==> src/rtl/score_engine.sv <==
// Multi-lane pattern scorer: per-lane decaying targets matched by player writes,
// with expiry/replacement misses, a combo multiplier and a saturating score.
module score_engine #(
  parameter int NUM_CH    = 4,
  parameter int PAT_W     = 8,
  parameter int SCORE_W   = 11,
  parameter int PTS_W     = 4,
  parameter int MAX_PTS   = 10,
  parameter int COMBO_EN  = 1,
  parameter int COMBO_MAX = 4,
  parameter int PENALTY   = 0,
  localparam int ADDR_W   = (NUM_CH > 1) ? $clog2(NUM_CH) : 1
) (
  input  logic                      CLOCK50M,
  input  logic                      reset_n,
  input  logic                      tick,
  input  logic [NUM_CH*PAT_W-1:0]   pattern_in,
  input  logic                      wr_en,
  input  logic [ADDR_W-1:0]         wr_addr,
  input  logic [PAT_W-1:0]          user_input,
  output logic [SCORE_W-1:0]        score_out,
  output logic [NUM_CH*PAT_W-1:0]   pattern_out,
  output logic [NUM_CH-1:0]         active_out,
  output logic [2:0]                combo_out,
  output logic [7:0]                miss_count,
  output logic                      hit_pulse,
  output logic                      miss_pulse
);

  localparam int AWARD_W = PTS_W + 3;
  localparam int SUM_W   = ((SCORE_W > AWARD_W) ? SCORE_W : AWARD_W) + 1;

  logic [NUM_CH*PAT_W-1:0] pat_bus;
  logic [NUM_CH*PTS_W-1:0] pts_bus;
  logic [NUM_CH-1:0]       act_bus;
  logic [NUM_CH-1:0]       lane_sel;
  logic [NUM_CH-1:0]       miss_vec;

  logic [PAT_W-1:0]   sel_pat;
  logic [PTS_W-1:0]   sel_pts;
  logic               wr_valid;
  logic               is_hit;
  logic               is_wrong;
  logic [3:0]         n_miss;
  logic               any_miss;

  logic [SCORE_W-1:0] score_reg, score_next;
  logic [2:0]         combo_reg, combo_next;
  logic [7:0]         miss_reg, miss_next;
  logic               hit_pulse_reg, miss_pulse_reg;

  logic [AWARD_W-1:0] mult;
  logic [AWARD_W-1:0] award;
  logic [SUM_W-1:0]   score_sum;
  logic [8:0]         miss_sum;

  genvar gi;
  generate
    for (gi = 0; gi < NUM_CH; gi++) begin : g_lane
      logic [PAT_W-1:0] pat_reg, pat_next, lane_in;
      logic [PTS_W-1:0] pts_reg, pts_next;
      logic             act_reg, act_next, lane_miss;

      assign lane_sel[gi] = wr_en && (wr_addr == ADDR_W'(gi));
      assign lane_in      = pattern_in[gi*PAT_W +: PAT_W];

      // A valid write to this lane takes precedence over its tick handling.
      always_comb begin
        pat_next  = pat_reg;
        pts_next  = pts_reg;
        act_next  = act_reg;
        lane_miss = 1'b0;
        if (wr_valid && lane_sel[gi]) begin
          if (is_hit) begin
            pat_next = '0;
            pts_next = '0;
            act_next = 1'b0;
          end
        end else if (tick) begin
          if ((lane_in != '0) && (lane_in != pat_reg)) begin
            pat_next  = lane_in;
            pts_next  = PTS_W'(MAX_PTS);
            act_next  = 1'b1;
            lane_miss = act_reg;
          end else if (act_reg) begin
            if (pts_reg > PTS_W'(1)) begin
              pts_next = pts_reg - PTS_W'(1);
            end else begin
              pat_next  = '0;
              pts_next  = '0;
              act_next  = 1'b0;
              lane_miss = 1'b1;
            end
          end
        end
      end

      always_ff @(posedge CLOCK50M or negedge reset_n) begin
        if (!reset_n) begin
          pat_reg <= '0;
          pts_reg <= '0;
          act_reg <= 1'b0;
        end else begin
          pat_reg <= pat_next;
          pts_reg <= pts_next;
          act_reg <= act_next;
        end
      end

      assign pat_bus[gi*PAT_W +: PAT_W] = pat_reg;
      assign pts_bus[gi*PTS_W +: PTS_W] = pts_reg;
      assign act_bus[gi]                = act_reg;
      assign miss_vec[gi]               = lane_miss;
    end
  endgenerate

  // Pattern/points of the addressed lane; zero when the address is out of range.
  always_comb begin
    sel_pat = '0;
    sel_pts = '0;
    for (int i = 0; i < NUM_CH; i++) begin
      if (lane_sel[i]) begin
        sel_pat = pat_bus[i*PAT_W +: PAT_W];
        sel_pts = pts_bus[i*PTS_W +: PTS_W];
      end
    end
  end

  assign wr_valid = (|(lane_sel & act_bus)) && (user_input != '0);
  assign is_hit   = wr_valid && (user_input == sel_pat);
  assign is_wrong = wr_valid && (user_input != sel_pat);

  always_comb begin
    n_miss = {3'b000, is_wrong};
    for (int i = 0; i < NUM_CH; i++) begin
      n_miss = n_miss + {3'b000, miss_vec[i]};
    end
  end
  assign any_miss = (n_miss != 4'd0);

  assign mult      = (COMBO_EN != 0) ? AWARD_W'(combo_reg) : AWARD_W'(1);
  assign award     = AWARD_W'(sel_pts) * mult;
  assign score_sum = SUM_W'(score_reg) + SUM_W'(award);
  assign miss_sum  = {1'b0, miss_reg} + 9'(n_miss);

  always_comb begin
    score_next = score_reg;
    if (is_hit) begin
      if (score_sum > SUM_W'({SCORE_W{1'b1}})) begin
        score_next = {SCORE_W{1'b1}};
      end else begin
        score_next = score_sum[SCORE_W-1:0];
      end
    end else if (is_wrong) begin
      if (SUM_W'(score_reg) >= SUM_W'(PENALTY)) begin
        score_next = score_reg - SCORE_W'(PENALTY);
      end else begin
        score_next = '0;
      end
    end
  end

  // Any miss in the cycle wins over a hit's combo increment.
  always_comb begin
    combo_next = combo_reg;
    if (any_miss) begin
      combo_next = 3'd1;
    end else if (is_hit && (combo_reg < 3'(COMBO_MAX))) begin
      combo_next = combo_reg + 3'd1;
    end
  end

  assign miss_next = (miss_sum > 9'd255) ? 8'd255 : miss_sum[7:0];

  always_ff @(posedge CLOCK50M or negedge reset_n) begin
    if (!reset_n) begin
      score_reg      <= '0;
      combo_reg      <= 3'd1;
      miss_reg       <= '0;
      hit_pulse_reg  <= 1'b0;
      miss_pulse_reg <= 1'b0;
    end else begin
      score_reg      <= score_next;
      combo_reg      <= combo_next;
      miss_reg       <= miss_next;
      hit_pulse_reg  <= is_hit;
      miss_pulse_reg <= any_miss;
    end
  end

  assign score_out   = score_reg;
  assign pattern_out = pat_bus;
  assign active_out  = act_bus;
  assign combo_out   = combo_reg;
  assign miss_count  = miss_reg;
  assign hit_pulse   = hit_pulse_reg;
  assign miss_pulse  = miss_pulse_reg;

endmodule

==> config.mk <==
export PLATFORM = sky130hd
export DESIGN_NAME = score_engine
export DESIGN_NICKNAME = d
export VERILOG_FILES = /design/src/rtl/score_engine.sv
export SDC_FILE = /design/constraint.sdc
export NUM_CORES = 1
export LEC_CHECK = 0
export BUFFER_PORTS_ARGS = -buffer_cell sky130_fd_sc_hd__clkbuf_2
export CAP_MARGIN = 20
export CORE_MARGIN = 1
export CORE_UTILIZATION = 50
export DETAILED_ROUTE_END_ITERATION = 8
export HOLD_SLACK_MARGIN = 0.03
export MAX_ROUTING_LAYER = met4
export PLACE_DENSITY = 0.71
export SETUP_SLACK_MARGIN = 0.02
export SLEW_MARGIN = 20
export SYNTH_ARGS = -nofsm -noshare
export SYNTH_HDL_FRONTEND = slang
export SYNTH_SLANG_ARGS = --single-unit
==> constraint.sdc <==
create_clock -name CLOCK50M -period 4.98 [get_ports CLOCK50M]
set_input_delay 0.498 -clock CLOCK50M [delete_from_list [all_inputs] [get_ports CLOCK50M]]
set_output_delay 0.498 -clock CLOCK50M [all_outputs]
set_load 0.05 [all_outputs]
Word level (Yosys, flattened, before mapping):

Index checks and enable logic that the tools add are counted.

* bits in read-only memories: 0
* logic and storage cells: 195
* latch bits: 0
* register bits: 76
* memories: 0
* input bits: 46
* output and inout bits: 60
* bits in writable memories: 0

* add/subtract/negate cells: 11
* $lt $le $gt $ge: 7
* multiplexer cells: 96
* reduce and logical (&&, ||, !) cells: 45
* multiply operators: 1
* shifts and indexed selects: 0
* bitwise operators: 1
* equal/unequal tests: 17
* div/mod/pow operators: 0

Operators by type and width (number)
* 8-bit two-way mux: 26
* 4-bit two-way mux: 25
* 1-bit two-way mux: 41
* 8-bit != test: 5
* 8-bit nonzero test: 5
* 11-bit two-way mux: 2
* 4-bit by 1-bit greater-than comparator with 1-bit output (second input constant): 4
* 1-bit logical AND: 16
* 4-bit AND reduction: 4
* 4-bit by 1-bit subtractor with 4-bit output (second input constant): 4
* 11-bit by 7-bit adder with 12-bit output: 1
* 12-bit by 11-bit greater-than comparator with 1-bit output (second input constant): 1
* 3-bit != test (second input constant): 4
* 3-bit AND reduction: 4
* 3-bit nonzero test: 4
* 2-bit nonzero test: 5
* 8-bit by 4-bit adder with 9-bit output: 1
* 9-bit by 8-bit greater-than comparator with 1-bit output (second input constant): 1
* 8-bit equality test: 1
* 2-bit != test (second input constant): 4
* 2-bit AND reduction: 4
* 4-bit by 3-bit multiplier with 7-bit output: 1
* 3-bit two-way mux: 2
* 3-bit by 1-bit adder with 4-bit output: 1
* other kinds (11): 12

Logic depth before layout (Yosys ltp):

* word-level depth: 15
* gate-level depth with buffers: 19
* mapped depth without buffers: 17

Worst setup path after synthesis:

No wires, ideal clock.

* path type: input to register
* from: input wr_addr[0]
* to: register score_reg[9], in the netlist score_out[9]
* data arrival time: 4.476 ns
* setup time: 0.128 ns
* stages on the path: 14
* path buffers: 2
* path slack: 0.376 ns
* data required time: 4.852 ns
* cell sequence: clkbuf_1 > buf_1 > mux4_2 > and3_1 > fa_1 > fa_1 > ha_1 > nor2b_1 > o21ai_0 > a21boi_0 > o21ai_0 > nand2_1 > nand4_1 > mux2_1

* cells in the longest elaborated chain, start to end: 11
* elaborated cells on any way between the ends: 26
* classes of those cells: add/sub (1); mul (1); order compare (1); eq/ne (4); mux (10); bitwise (1); reduce/logical (8)

RTL lines
* from (decl): RTL line 19 `input logic [ADDR_W-1:0] wr_addr,`
* 2-bit zero test: RTL line 64 `assign lane_sel[gi] = wr_en && (wr_addr == ADDR_W'(gi));`
* 1-bit logical AND: RTL line 64
* 4-bit two-way mux (4 in a row): RTL line 122 `if (lane_sel[i]) begin`
* 4-bit by 3-bit multiplier with 7-bit output: RTL line 142 `assign award = AWARD_W'(sel_pts) * mult;`
* 11-bit by 7-bit adder with 12-bit output: RTL line 143 `assign score_sum = SUM_W'(score_reg) + SUM_W'(award);`
* 12-bit by 11-bit greater-than comparator with 1-bit output: RTL line 149 `if (score_sum > SUM_W'({SCORE_W{1'b1}})) begin`
* 11-bit two-way mux: RTL line 149
* 11-bit two-way mux: RTL line 148 `if (is_hit) begin`
* to (signal assigned): RTL line 183 `score_reg <= score_next;`
* to (decl): RTL line 47 `logic [SCORE_W-1:0] score_reg, score_next;`

Several ways; a longest one is shown, not always the timed one. The select of a mux whose other input is x is not followed.
A chain may end at the register's enable or synchronous reset.

Worst setup path after layout:

* from: input wr_addr[1]
* to: register miss_reg[0], in the netlist miss_count[0]

* cells in the longest elaborated chain, start to end: 15
* elaborated cells on any way between the ends: 32
* classes of those cells: add/sub (5); order compare (1); eq/ne (4); mux (9); bitwise (1); reduce/logical (12)

RTL lines
* 2-bit zero test: RTL line 64
* 1-bit logical AND: RTL line 64
* 8-bit two-way mux (4 in a row): RTL line 122
* 8-bit != test: RTL line 131 `assign is_wrong = wr_valid && (user_input != sel_pat);`
* 1-bit logical AND: RTL line 131
* 1-bit by 1-bit adder with 2-bit output: RTL line 136 `n_miss = n_miss + {3'b000, miss_vec[i]};`
* 2-bit by 1-bit adder with 3-bit output: RTL line 136
* 3-bit by 1-bit adder with 4-bit output: RTL line 136
* 4-bit by 1-bit adder with 4-bit output (*): RTL line 136
* 8-bit by 4-bit adder with 9-bit output (*): RTL line 144 `assign miss_sum = {1'b0, miss_reg} + 9'(n_miss);`
* 9-bit by 8-bit greater-than comparator with 1-bit output: RTL line 173 `assign miss_next = (miss_sum > 9'd255) ? 8'd255 : miss_sum[7:0];`
* 8-bit two-way mux (*): RTL line 173
* via miss_next[0]: RTL line 49 `logic [7:0] miss_reg, miss_next;`
* to (signal assigned): RTL line 185 `miss_reg <= miss_next;`
* to (decl): RTL line 49

The timed path passes the listed nets; every way through them passes the cells marked *.

==> flow_metrics.py <==
metrics = {
    "clock_tree": {
        "postCtsHoldBufs": 0,
        "cts_max_level": 3,
        "postCtsResizedCells": 0,
        "cts_buffers": 9,
        "tritoncts": "built",
        "clk_latency_ps": 350,
        "post_cts_buffers": 0,
        "numClockSinks": 76,
        "clock_path_buffers": 2,
        "clkTransAtPathRegs_ps": 80,
        "ctsRootBufferMaster": "clkbuf_8",
    },
    "timing": {
        "slew_violations": 0,
        "setup_ws_ps": 544,
        "hold_viol": 0,
        "fin_skew_ps": 6.39,
        "holdWs_ps": 306,
        "period_share": 0.891,
        "rsz0062_at_grt": "false",
        "fin_crit_ps": 4440,
        "setup_viol": 0,
        "fmax_mhz": 225,
        "tightest_slew_ps": 962,
        "tns_ps": 0,
        "maxSlewHeadroom": 0.359,
    },
    "setup_path": {
        "cp_slowest_cell": "mux4_2",
        "cp-start-kind": "input pin",
        "crit_arrival_ps": 4720,
        "crit_type": "input pin to register",
        "path_delay_family": "adder cells",
        "cp_max_fo": 9,
        "rr_endpoint": "miss_count[0]",
        "setup.worst_path.end_class": "register",
        "path_cells": "clkbuf_2 > mux4_2 > and3_1 > a221oi_1 > nor4_4 > nand2b_1 > fa_1 > fa_1 > inv_1 > ha_1 > inv_1 > fa_1 > inv_1 > a21oi_1 > nor2_1 > nand3_1 > nand2b_1",
        "cp.depth": 17,
        "reg2reg_depth": 16,
        "crit_required_ps": 5270,
        "cpPeakStageDelay_ps": 570,
        "reg2reg_slack_ps": 580,
        "r2r-start": "g_lane[0].pat_reg[1]",
        "critPathBufInv": 4,
    },
    "floorplanning": {
        "die_h_um": 104,
        "fp.coreArea_mm2": 0.00991,
        "ios": 106,
        "dieArea_mm2": 0.0107,
        "die-width_um": 104,
        "start_util": 0.521,
        "rows": 36,
    },
    "layout": {
        "fillers": 865,
        "diodes": 0,
        "largest_register_ffs": 32,
        "layout_common_cells": "clkbuf_2 (104), dfrtp_1 (75), nand2_1 (55), inv_1 (43), a22o_1 (34)",
        "multi_input_area_mm2": 0.00302,
        "syn_to_final_growth_pct": 16.2,
        "fin_nets": 721,
        "final_util": 0.606,
        "final_common_cell": "clkbuf_2",
        "regArea_mm2": 0.00190,
        "drive_gt1_frac": 0.227,
        "fin_cells": 780,
    },
    "grt": {
        "grt_overflow_total": 0,
        "grt_max_degree": 77,
        "grt_pass1_vias": 4337,
        "antenna_found_initial": 0,
        "grt_pass1_wl_mm": 21.5,
        "track_usage": 0.258,
    },
    "pwr": {
        "ir_worst_vdd_uv": 349,
        "p_leak_nw": 2.94,
        "power.density_mw_per_mm2": 353,
    },
    "detailed_routing": {
        "drtIter0Drc": 264,
        "wl_per_cell_um": 16.7,
        "postRouteWirelength_mm": 13.0,
        "viasPerCell": 5.79,
        "drcViolationCount": 0,
        "vias": 4513,
        "ant_nets": 0,
        "dr.pass1.iters": 4,
    },
    "place": {
        "dp_slack_ps": 162,
        "port_buffers": 105,
        "dp.cells": 764,
        "gp_congestion": 0.944,
        "hpwlAfterDp_mm": 10.2,
    },
    "yosys": {
        "ys_ff_latch": 76,
        "synth_top_area_share": 0.363,
        "avgSynthCellArea_um2": 9.64,
        "syn_inst": 536,
        "synth_area_leaders": "dfrtp_1 (36%), a22o_1 (5.8%), mux4_2 (5.7%)",
        "ys_seq_area_frac": 0.368,
        "yosysUniqueCellTypes": 56,
        "async_flop_share": 1.00,
        "syn-num-nets": 615,
        "ys.warnings.count": 0,
        "synth_edf_count": 0,
        "yosys.area.top_type": "dfrtp_1",
        "synth_flop_cell": "dfrtp_1",
        "syn_area_mm2": 0.00516,
    },
    "min_path": {
        "hp-class": "input pin to asynchronous set/reset pin",
    },
    "run_status": {
        "status": "complete, no violations",
    },
    "job": {
        "maxCapViolCount": 0,
    },
}
logic make-up after synthesis:
kind of cell,synth area share
AOI/OAI and AO/OA,0.173
and+or+nand+nor,0.174
buffers and inverters,0.0465
adders and majority gates,0.0945
xor gates and xnor gates,0.0746
muxes,0.0690
DFF,0.368
cell usage after synthesis, types with 3 or more instances:
| cell | n |
|---|---|
| a21o_1 | 7 |
| a21oi_1 | 19 |
| a221oi_1 | 4 |
| a22o_1 | 34 |
| a31o_2 | 3 |
| a32o_1 | 4 |
| and2_1 | 3 |
| and3_1 | 15 |
| buf_2 | 3 |
| buf_4 | 5 |
| clkbuf_1 | 5 |
| dfrtp_1 | 75 |
| fa_1 | 10 |
| ha_1 | 23 |
| inv_1 | 43 |
| mux2i_1 | 3 |
| mux4_2 | 13 |
| nand2_1 | 55 |
| nand2b_1 | 3 |
| nand3_1 | 18 |
| nand4_1 | 6 |
| nor2_1 | 33 |
| nor2b_1 | 3 |
| nor3_1 | 11 |
| nor3b_1 | 3 |
| nor4_1 | 14 |
| nor4b_1 | 4 |
| o211ai_1 | 4 |
| o21ai_0 | 31 |
| or3_1 | 5 |
| or4_1 | 3 |
| xnor2_1 | 26 |
| xor2_1 | 18 |
worst register-to-register path, stage by stage (launching register included):
cell and delay (ps):
dfrtp_1 460, mux4_2 510, and3_1 200, a221oi_1 440, nor4_4 100, nand2b_1 190
fa_1 530, fa_1 490, inv_1 110, ha_1 170, inv_1 60, fa_1 400
inv_1 70, a21oi_1 100, nor2_1 170, nand3_1 210, nand2b_1 140
worst max-delay path by stage:
| stage | end | start |
|---|---|---|
| detailed placement | miss_count[4] | wr_addr[1] |
| finish | miss_count[0] | wr_addr[1] |
| global route | miss_count[0] | wr_addr[1] |
| CTS | miss_count[0] | wr_addr[1] |
| global placement | miss_count[0] | wr_addr[1] |
| floorplan | score_out[9] | wr_addr[0] |
metal layers:
layer / global-route usage / wire length (µm)
met1: 0.348 / 5920
met2: 0.403 / 6180
met3: 0.0289 / 707
met4: 0.0952 / 222
met5: - / 0
power by group:
group	internal [mW]	leakage (nW)	switching [mW]	total, mW
Sequential	0.708	0.922	0.121	0.829
Combinational	0.279	1.93	0.563	0.841
Clock	0.221	0.0917	0.227	0.448
metrics by stage:
stage	power (mW)	instance area, µm²
floorplan	1.45	5160
global placement	1.65	5810
detailed placement	1.68	5810
CTS	2.13	6000
global route	2.24	6000
finish	2.12	6000
final cells by class:
| cell class | instances | area share |
|---|---|---|
| timing repair buffer | 109 | 0.0930 |
| inverter | 44 | 0.0275 |
| clock inverter | 3 | 0.00333 |
| tap | 133 | 0.0277 |
| sequential | 76 | 0.317 |
| clock buffer | 13 | 0.0281 |
| multi-input combinational | 402 | 0.503 |
(Power assumes the default switching activity.)
